==> config.mk <==
export PLATFORM = sky130hd
export DESIGN_NAME = maze_step_responder
export DESIGN_NICKNAME = d
export VERILOG_FILES = /design/src/rtl/maze_step_responder.sv
export SDC_FILE = /design/constraint.sdc
export NUM_CORES = 1
export LEC_CHECK = 0
export CAP_MARGIN = 25
export CORE_MARGIN = 1
export CORE_UTILIZATION = 69
export CTS_BUF_LIST = sky130_fd_sc_hd__clkbuf_8
export DETAILED_ROUTE_END_ITERATION = 8
export PLACE_DENSITY = 0.91
export SETUP_SLACK_MARGIN = 0.5
export SYNTH_ARGS = -nofsm -noshare
export SYNTH_HDL_FRONTEND = slang
export SYNTH_SLANG_ARGS = --single-unit
==> constraint.sdc <==
create_clock -name clk -period 15.5 [get_ports clk]
set_input_delay 2.325 -clock clk [delete_from_list [all_inputs] [get_ports clk]]
set_output_delay 2.325 -clock clk [all_outputs]
set_load 0.01 [all_outputs]
==> src/rtl/maze_step_responder.sv <==
// Maze environment step responder: accepts (state, action) requests, looks the target cell up
// in a loadable cell-code map and returns next state, reward and episode-done status.
module maze_step_responder #(
    parameter int unsigned ROWS        = 5,
    parameter int unsigned COLS        = 5,
    parameter int unsigned RW          = 8,
    parameter int          GOAL_REWARD = 100,
    parameter int          TRAP_REWARD = -100,
    parameter int          WALL_REWARD = -10,
    parameter int          STEP_REWARD = -1
) (
    input  logic          clk,
    input  logic          rst,
    input  logic          map_we,
    input  logic [6:0]    map_addr,
    input  logic [3:0]    map_wdata,
    input  logic          req_valid,
    output logic          req_ready,
    input  logic [6:0]    req_state,
    input  logic [3:0]    req_action,
    output logic          rsp_valid,
    input  logic          rsp_ready,
    output logic [6:0]    rsp_next_state,
    output logic [RW-1:0] rsp_reward,
    output logic          rsp_done,
    output logic          rsp_err,
    output logic [15:0]   step_cnt
);

    localparam logic [7:0] CellsW = 8'(ROWS * COLS);
    localparam logic [7:0] RowsW  = 8'(ROWS);
    localparam logic [7:0] ColsW  = 8'(COLS);

    typedef enum logic [1:0] {StIdle, StLookup, StResp} state_e;

    state_e      state_q;
    logic [6:0]  req_state_q;
    logic [3:0]  req_action_q;
    // Full 7-bit address space so any index is in range; only the first ROWS*COLS are written.
    logic [3:0]  map_q [128];

    logic [7:0]    state_ext;
    logic [7:0]    cur_row;
    logic [7:0]    cur_col;
    logic          blocked;
    logic [6:0]    tgt;
    logic [3:0]    code;
    logic [6:0]    lk_next;
    logic [RW-1:0] lk_reward;
    logic          lk_done;
    logic          lk_err;

    always_comb begin
        state_ext = {1'b0, req_state_q};
        cur_row   = state_ext / ColsW;
        cur_col   = state_ext % ColsW;
        blocked   = 1'b0;
        tgt       = req_state_q;
        case (req_action_q)
            4'd0: if (cur_row == 8'd0) blocked = 1'b1; else tgt = req_state_q - 7'(COLS);
            4'd1: if (cur_col == ColsW - 8'd1) blocked = 1'b1; else tgt = req_state_q + 7'd1;
            4'd2: if (cur_row == RowsW - 8'd1) blocked = 1'b1; else tgt = req_state_q + 7'(COLS);
            4'd3: if (cur_col == 8'd0) blocked = 1'b1; else tgt = req_state_q - 7'd1;
            default: blocked = 1'b1;
        endcase
        code = map_q[tgt];

        lk_next   = req_state_q;
        lk_reward = RW'(STEP_REWARD);
        lk_done   = 1'b0;
        lk_err    = 1'b0;
        if (state_ext >= CellsW) begin
            lk_err    = 1'b1;
            lk_done   = 1'b1;
            lk_reward = '0;
        end else if (req_action_q > 4'd3) begin
            lk_err = 1'b1;
        end else if (blocked || code == 4'd1) begin
            lk_reward = RW'(WALL_REWARD);
        end else if (code == 4'd2) begin
            lk_next   = tgt;
            lk_reward = RW'(GOAL_REWARD);
            lk_done   = 1'b1;
        end else if (code == 4'd3) begin
            lk_next   = tgt;
            lk_reward = RW'(TRAP_REWARD);
            lk_done   = 1'b1;
        end else begin
            lk_next = tgt;
        end
    end

    always_ff @(posedge clk) begin
        if (rst) begin
            state_q        <= StIdle;
            req_ready      <= 1'b0;
            req_state_q    <= '0;
            req_action_q   <= '0;
            rsp_valid      <= 1'b0;
            rsp_next_state <= '0;
            rsp_reward     <= '0;
            rsp_done       <= 1'b0;
            rsp_err        <= 1'b0;
            step_cnt       <= '0;
            for (int i = 0; i < 128; i++) begin
                map_q[i] <= 4'd0;
            end
        end else begin
            // The lookup above reads map_q before this write lands: read-before-write.
            if (map_we && ({1'b0, map_addr} < CellsW)) begin
                map_q[map_addr] <= map_wdata;
            end
            case (state_q)
                StIdle: begin
                    req_ready <= 1'b1;
                    if (req_valid && req_ready) begin
                        req_state_q  <= req_state;
                        req_action_q <= req_action;
                        req_ready    <= 1'b0;
                        state_q      <= StLookup;
                        if (step_cnt != 16'hFFFF) begin
                            step_cnt <= step_cnt + 16'd1;
                        end
                    end
                end
                StLookup: begin
                    rsp_valid      <= 1'b1;
                    rsp_next_state <= lk_next;
                    rsp_reward     <= lk_reward;
                    rsp_done       <= lk_done;
                    rsp_err        <= lk_err;
                    state_q        <= StResp;
                end
                StResp: begin
                    if (rsp_ready) begin
                        rsp_valid <= 1'b0;
                        req_ready <= 1'b1;
                        state_q   <= StIdle;
                        if (rsp_done) begin
                            step_cnt <= '0;
                        end
                    end
                end
                default: begin
                    state_q <= StIdle;
                end
            endcase
        end
    end

endmodule
==> results.json, run 1 <==
{
  "cts_made_buffers": 84,
  "grt_setup_unrepaired": "false",
  "std_cell_rows": 68,
  "synth_seq_cells": 558,
  "worstReg2RegStart": "req_state_q[3]$_SDFFE_PP0P_",
  "worstPathArrival_ns": 9.77,
  "largest_net_degree_at_the_start_of_global_routing": 134,
  "synth_sequential_area_ratio_pct": 65.98,
  "max-cap-violations": 0,
  "avgViaCountPerCell": 5.873,
  "path_common_cell": "buf_4",
  "synth_area_per_cell_sq_um": 12.12,
  "sequential_cell_area_sq_um": 16300,
  "post_layout_nonfiller_instances": 2912,
  "dpl_cell_area_sq_um": 26640,
  "io_pins": 62,
  "worstHoldPathCells": 2,
  "power_per_cell_area_nw_per_um2": 134.9,
  "max_freq_mhz": 107.9,
  "h-tree-depth": 3,
  "hp-start": "rsp_reward[2]$_SDFFE_PP0P_",
  "hpwl_mm": 34.34,
  "core_sq_um": 34880,
  "fp.dieArea_sq_um": 36560,
  "cts_root_buf": "clkbuf_8",
  "setup.worst_path.start_class": "flop",
  "final_critical_path_time_including_i_o_delays_and_setup_ns": 9.270,
  "place_ws_ns": 6.618,
  "die-height_um": 191.2,
  "vias": 17100,
  "detail_route.first_pass.iterations": 5,
  "antennaDiodeCount": 0,
  "final_hold_viol_count": 0,
  "post_cts_resize_count": 0,
  "max_slew_margin_pct": 25.54,
  "crit_buf_inv": 3,
  "path_delay_family": "compound AO/OA/AOI/OAI gates",
  "detail_route.drc_violations": 0,
  "ys_dominant_reg_cell": "edfxtp_1",
  "post_route_cells_drive_above_1_share_pct": 7.407,
  "worst-setup-path-type": "reg -> reg",
  "max_stage_delay_ns": 1.02,
  "netlist-cell-type-count": 97,
  "share_of_async_settable_or_async_resettable_flops_after_synthesis_pct": 0,
  "cts_hold_buffers": 0,
  "final_min_period_over_clock_period_pct": 59.81,
  "synth_area_leaders": "edfxtp_1, nand2_1, dfxtp_1, clkbuf_1, and2_1",
  "fillerInstances": 1805,
  "initialDrtViolationCount": 2039,
  "post_synth_inst_count": 2038,
  "tightest_slew_ns": 1.089,
  "multiInputGateArea_sq_um": 8870,
  "ctsLongestPathBuffers": 3,
  "synth.yosys.warnings": 0,
  "crit_path_end_kind": "flop",
  "port_buffers": 61,
  "finalSetupViolations": 0,
  "synth_top_cell_by_area": "edfxtp_1",
  "maxSlewViolCount": 0,
  "final.setup.worst_slack_ns": 6.230,
  "cts_tree": "done",
  "worst_r2r_endpoint": "rsp_reward[3]$_SDFFE_PP0P_",
  "grtUsageTotal_pct": 31.08,
  "synthTopCellsByCount": "edfxtp_1, nand2_1, clkbuf_1, nor3_1, nand3_1",
  "power.ir.vdd_worst_v": 0.00008493,
  "total_gr_overflow": 0,
  "cp_slowest_cell": "a2111oi_0",
  "worstSkewPairLatency_ns": 0.65,
  "syn-cell-area_sq_um": 24700,
  "reg2reg_depth": 28,
  "rrSetupSlack_ns": 6.23,
  "hold_path_end": "rsp_reward[2]$_SDFFE_PP0P_",
  "cp.required_ns": 16.00,
  "status": "completed",
  "first_global_vias": 16620,
  "post-synth-top-count-cell": "edfxtp_1",
  "post-cts-setup-buffers": 0,
  "path_max_fanout": 46,
  "cts.reportedPaths.clkPinSlew_ns": 0.07,
  "antenna_found_initial": 0,
  "post_synth_edffs": 512,
  "grt_pass1_wl_mm": 86.41,
  "drt_wl_total_mm": 56.38,
  "final_weighted_congestion_in_routability_driven_placement": 0.9577,
  "die_w_um": 191.2,
  "leakagePower_nw": 10.64,
  "clkSinkCount": 558,
  "wl_cell_um": 19.36,
  "final_nets": 2428,
  "synthToLayoutAreaGrowth_pct": 14.20,
  "final_design_area_no_fill_sq_um": 28210,
  "postRouteAntennaNets": 0,
  "utilization_pct": 80.86,
  "netlist.area_leader.share_pct": 62.25,
  "initial_core_utilization_pct": 70.80,
  "worst_clock_skew_ns": 0.02883,
  "setup_total_negative_slack_ns": 0,
  "timing.hold.worst.class": "reg -> reg",
  "dp_cells": 2758
}
-- how the worst max path moves through the flow --
stage               slack, ns  depth (start not counted)                             end                   startpoint
floorplan                8.49                         30  rsp_next_state[2]$_SDFFE_PP0P_  req_state_q[3]$_SDFFE_PP0P_
global placement         6.90                         28  rsp_next_state[0]$_SDFFE_PP0P_  req_state_q[3]$_SDFFE_PP0P_
detailed placement       6.62                         28  rsp_next_state[0]$_SDFFE_PP0P_  req_state_q[3]$_SDFFE_PP0P_
CTS                      6.43                         28      rsp_reward[0]$_SDFFE_PP0P_  req_state_q[3]$_SDFFE_PP0P_
global route             5.70                         29      rsp_reward[0]$_SDFFE_PP0P_  req_state_q[3]$_SDFFE_PP0P_
finish                   6.23                         28      rsp_reward[3]$_SDFFE_PP0P_  req_state_q[3]$_SDFFE_PP0P_
-- stage by stage --
stage / hold slack (ns) / power, mW
5_1_grt: 0.4879 / 3.946
3_5_place_dp: 0.4564 / 2.694
2_1_floorplan: 0.4440 / 2.449
4_1_cts: 0.4655 / 3.791
6_report: 0.4678 / 3.806
3_3_place_gp: 0.4557 / 2.646
-- per-layer routing --
metal	wire, um	GRT usage, %	share of wire, %	up-vias
li1	-	-	-	7799
met1	20710	38.66	37	8202
met2	28460	53.33	50	928
met3	5053	5.104	9.0	173
met4	2160	14.59	3.8	0
met5	0	0	0	-
-- cell type report --
| type | instances | share of cell area, % |
|---|---|---|
| tap | 455 | 2.018 |
| inverter | 15 | 0.1996 |
| timing repair buffer | 92 | 3.150 |
| multi-input combinational | 1640 | 31.45 |
| clock inverter | 66 | 1.215 |
| sequential | 558 | 57.77 |
| clock buffer | 86 | 4.196 |
-- worst register-to-register path: cells and delay by family, from the launching register on --
kind	cells	cell delay, ns
buf+inv	3	1.47
fa+ha+maj	2	0.54
simple gates	8	2.11
compound gates	13	4.24
xor+xnor	2	0.45
flops	1	0.31
-- power by group --
| part | total, mW | internal, mW | switching, mW |
|---|---|---|---|
| clock network | 1.10 | 0.552 | 0.552 |
| registers | 1.80 | 1.76 | 0.0365 |
| logic | 0.905 | 0.281 | 0.624 |
-- layout by cell type, fill, tap and decap left out, drive strengths merged, types with 6 or more instances in the layout --
cell           netlist  final
or3                 23     23
nor4                10     10
clkdlybuf4s50        0     60
and2               107    107
o21ai               62     62
or4                 10     10
and3                13     13
nand4                9      9
o311a                6      6
a211oi              21     21
conb                 1    412
mux2                10     10
clkbuf             179     86
dfxtp               46     46
nand2              247    247
ha                  10     10
clkinv               0     26
nand3b              10     10
inv                 15     49
a31oi               13     13
xnor2               14     14
buf                 57     32
mux2i               49     49
nor3               130    130
a21oi               69     69
o311ai              40     40
xor2                 7      7
nand3              108    108
a2111oi              6      6
or2                  8      8
nand2b              14     14
o31ai               16     16
edfxtp             512    512
nor2               104    104
a311o                7      7
o211a                7      7
-- registers in the layout, summed over array words and instances, names as in the netlist --
register	count
rsp_reward	6
rsp_valid	1
rsp_err	1
rsp_done	1
step_cnt	16
req_state_q	7
map_q	512
rsp_next_state	7
state_q	2
req_action_q	4
req_ready	1
-- kinds of logic (layout without fill, tap and decap cells) --
family	Yosys count	after routing	share of synthesized area, %
and+or+nand+nor	817	817	16.47
DFF	558	558	65.98
AOI/OAI and AO/OA	320	320	9.276
buffers and inverters	251	259	4.493
muxes	59	59	2.472
xor gates and xnor gates	21	21	0.7447
adders and majority gates	11	11	0.5471
other	1	412	0.01518
(Power assumes the default switching activity.)
==> run 2, diff against run 1 <==
--- a/config.mk
+++ b/config.mk
@@ -7,10 +7,10 @@
 export LEC_CHECK = 0
 export CAP_MARGIN = 25
 export CORE_MARGIN = 1
-export CORE_UTILIZATION = 69
+export CORE_UTILIZATION = 64
 export CTS_BUF_LIST = sky130_fd_sc_hd__clkbuf_8
 export DETAILED_ROUTE_END_ITERATION = 8
-export PLACE_DENSITY = 0.91
+export PLACE_DENSITY = 0.85
 export SETUP_SLACK_MARGIN = 0.5
 export SYNTH_ARGS = -nofsm -noshare
 export SYNTH_HDL_FRONTEND = slang
==> constraint.sdc (replaced) <==
create_clock -name clk -period 8.9 [get_ports clk]
set_input_delay 1.335 -clock clk [delete_from_list [all_inputs] [get_ports clk]]
set_output_delay 1.335 -clock clk [all_outputs]
set_load 0.01 [all_outputs]
==> run 2 against run 1 <==
Compared with the run above: global-route usage is 2.6 points lower; routed wire length shrank 0.57%; die area rose by 7.7%; combinational power is 86% higher; clock power up 82%; non-clock buffer count is 14 higher; clock skew is 0.021 ns higher; register-to-register slack worse by 5.2 ns; setup slack lost 5.2 ns; sequential power increased by 74%; sequential share of layout area is 0.86 points lower; largest cell class unchanged; critical endpoint is now rsp_next_state[0]$_SDFFE_PP0P_; hold slack lost 0.012 ns.
==> results.json, run 2 (synthesis results as in run 1) <==
{
  "status": "completed",
  "ctsLongestPathBuffers": 3,
  "initial_core_utilization_pct": 65.26,
  "finalSetupViolations": 0,
  "most_frequent_standard_cell_in_the_layout_excluding_fill_and_tap_cells": "edfxtp_1",
  "drt_wl_total_mm": 56.06,
  "hp-start": "rsp_reward[1]$_SDFFE_PP0P_",
  "largest_reg_flops": 512,
  "post_layout_nonfiller_instances": 2986,
  "worst-setup-path-type": "reg -> reg",
  "die_w_um": 198.4,
  "cts_root_buf": "clkbuf_8",
  "final_nets": 2449,
  "final_hold_viol_count": 0,
  "hold_path_end": "rsp_reward[1]$_SDFFE_PP0P_",
  "largest_registers": "map_q (512), step_cnt (16)",
  "worstHoldPathCells": 2,
  "initialDrtViolationCount": 1863,
  "utilization_pct": 75.67,
  "power.ir.vdd_worst_v": 0.0001481,
  "tightest_slew_ns": 1.157,
  "reg2reg_depth": 28,
  "worstSkewPairLatency_ns": 0.66,
  "setup_total_negative_slack_ns": 0,
  "worstPathArrival_ns": 8.49,
  "max_freq_mhz": 126.4,
  "detail_route.drc_violations": 0,
  "vias": 16960,
  "fp.dieArea_sq_um": 39380,
  "cp_slowest_cell": "o311ai_0",
  "final_weighted_congestion_in_routability_driven_placement": 0.8942,
  "cp.required_ns": 9.48,
  "synthToLayoutAreaGrowth_pct": 15.95,
  "path_common_cell": "buf_12",
  "cts.reportedPaths.clkPinSlew_ns": 0.06,
  "die-height_um": 198.4,
  "std_cell_rows": 71,
  "path_delay_family": "compound AO/OA/AOI/OAI gates",
  "port_buffers": 61,
  "worst_clock_skew_ns": 0.05032,
  "wl_cell_um": 18.77,
  "registers.top_by_ff_count": "map_q",
  "setup.worst_path.start_class": "flop",
  "antennaDiodeCount": 0,
  "cts_made_buffers": 89,
  "rrSetupSlack_ns": 0.99,
  "avgViaCountPerCell": 5.680,
  "max-cap-violations": 0,
  "h-tree-depth": 3,
  "clkSinkCount": 558,
  "final.setup.worst_slack_ns": 0.9861,
  "path_max_fanout": 37,
  "first_global_vias": 16530,
  "hpwl_mm": 34.43,
  "detail_route.first_pass.iterations": 6,
  "grtUsageTotal_pct": 28.45,
  "worstReg2RegStart": "req_state_q[4]$_SDFFE_PP0P_",
  "largest_net_degree_at_the_start_of_global_routing": 209,
  "worst_r2r_endpoint": "rsp_next_state[0]$_SDFFE_PP0P_",
  "cts_tree": "done",
  "grt_setup_unrepaired": "false",
  "max_slew_margin_pct": 22.88,
  "post_route_cells_drive_above_1_share_pct": 8.364,
  "final_min_period_over_clock_period_pct": 88.92,
  "postRouteAntennaNets": 0,
  "maxSlewViolCount": 0,
  "leading_cell_types_in_the_layout_fill_and_taps_excluded": "edfxtp_1, conb_1, nand2_1",
  "crit_path_end_kind": "flop",
  "max_stage_delay_ns": 0.56,
  "crit_buf_inv": 3,
  "cts_hold_buffers": 0,
  "dp_cells": 2827,
  "power_per_cell_area_nw_per_um2": 237.9,
  "place_ws_ns": 0.5154,
  "total_gr_overflow": 0,
  "final_critical_path_time_including_i_o_delays_and_setup_ns": 7.914,
  "timing.hold.worst.class": "reg -> reg",
  "leakagePower_nw": 10.81,
  "core_sq_um": 37840,
  "io_pins": 62,
  "antenna_found_initial": 0,
  "grt_pass1_wl_mm": 85.27
}
run 2: cell count changes in the layout (fill, tap and decap cells not counted), moves of 5 or more:
cell,previous run,this run
clkinv_1,17,12
buf_4,29,35
clkbuf_8,86,96
inv_1,45,50
clkinv_2,8,1
buf_12,0,8
run 2: power breakdown:
part           switching [mW]  internal (mW)
Combinational            1.12          0.557
Clock                   0.958           1.05
Sequential             0.0637           3.07
run 2: per-layer routing:
layer | track usage [%] | up-vias | share of wire [%]
li1 | - | 7860 | -
met1 | 35.95 | 8100 | 38
met3 | 4.781 | 136 | 8.4
met2 | 48.97 | 864 | 50
met5 | 0 | - | 0
met4 | 11.65 | 0 | 2.8
run 2: worst max path at each step:
stage	end	from	slack (ns)	cells after the start
floorplan	rsp_next_state[2]$_SDFFE_PP0P_	req_state_q[3]$_SDFFE_PP0P_	1.89	30
global placement	rsp_next_state[0]$_SDFFE_PP0P_	req_state_q[3]$_SDFFE_PP0P_	0.72	27
detailed placement	rsp_next_state[0]$_SDFFE_PP0P_	req_state_q[3]$_SDFFE_PP0P_	0.52	27
CTS	rsp_next_state[2]$_SDFFE_PP0P_	req_state_q[3]$_SDFFE_PP0P_	0.70	27
global route	rsp_next_state[2]$_SDFFE_PP0P_	req_state_q[4]$_SDFFE_PP0P_	0.52	30
finish	rsp_next_state[0]$_SDFFE_PP0P_	req_state_q[4]$_SDFFE_PP0P_	0.99	28
run 2: final cells by class:
type | instances | area, sq um
clock inverters | 58 | 299.0
well taps | 511 | 639.4
fillers | 2419 | 9206
inverters | 15 | 56.30
flip-flops and latches | 558 | 16300
repair buffers | 106 | 1094
clock buffers | 96 | 1321
multi-input cells | 1642 | 8930
run 2: timing repair:
| action | in CTS | in global routing |
|---|---|---|
| gates cloned | 0 | 2 |
| resized for setup | 1 | 9 |
| pin swaps | 0 | 1 |
| buffers inserted | 0 | 0 |
| setup endpoints to repair | 2 | 13 |
run 2: tightest hold or removal path, delay by kind of cell (launching register included):
| kind | cells | cell delay, ns |
|---|---|---|
| and+or+nand+nor | 1 | 0.05 |
| DFF | 1 | 0.30 |
| AOI/OAI and AO/OA | 1 | 0.05 |
run 2: through the flow:
step / total power, mW / area (sq um) / hold slack (ns)
global placement: 4.727 / 26890 / 0.4490
CTS: 6.775 / 28510 / 0.4545
finish: 6.813 / 28640 / 0.4558
detailed placement: 4.777 / 26890 / 0.4467
floorplan: 4.265 / 26240 / 0.4440
global route: 7.072 / 28640 / 0.4916
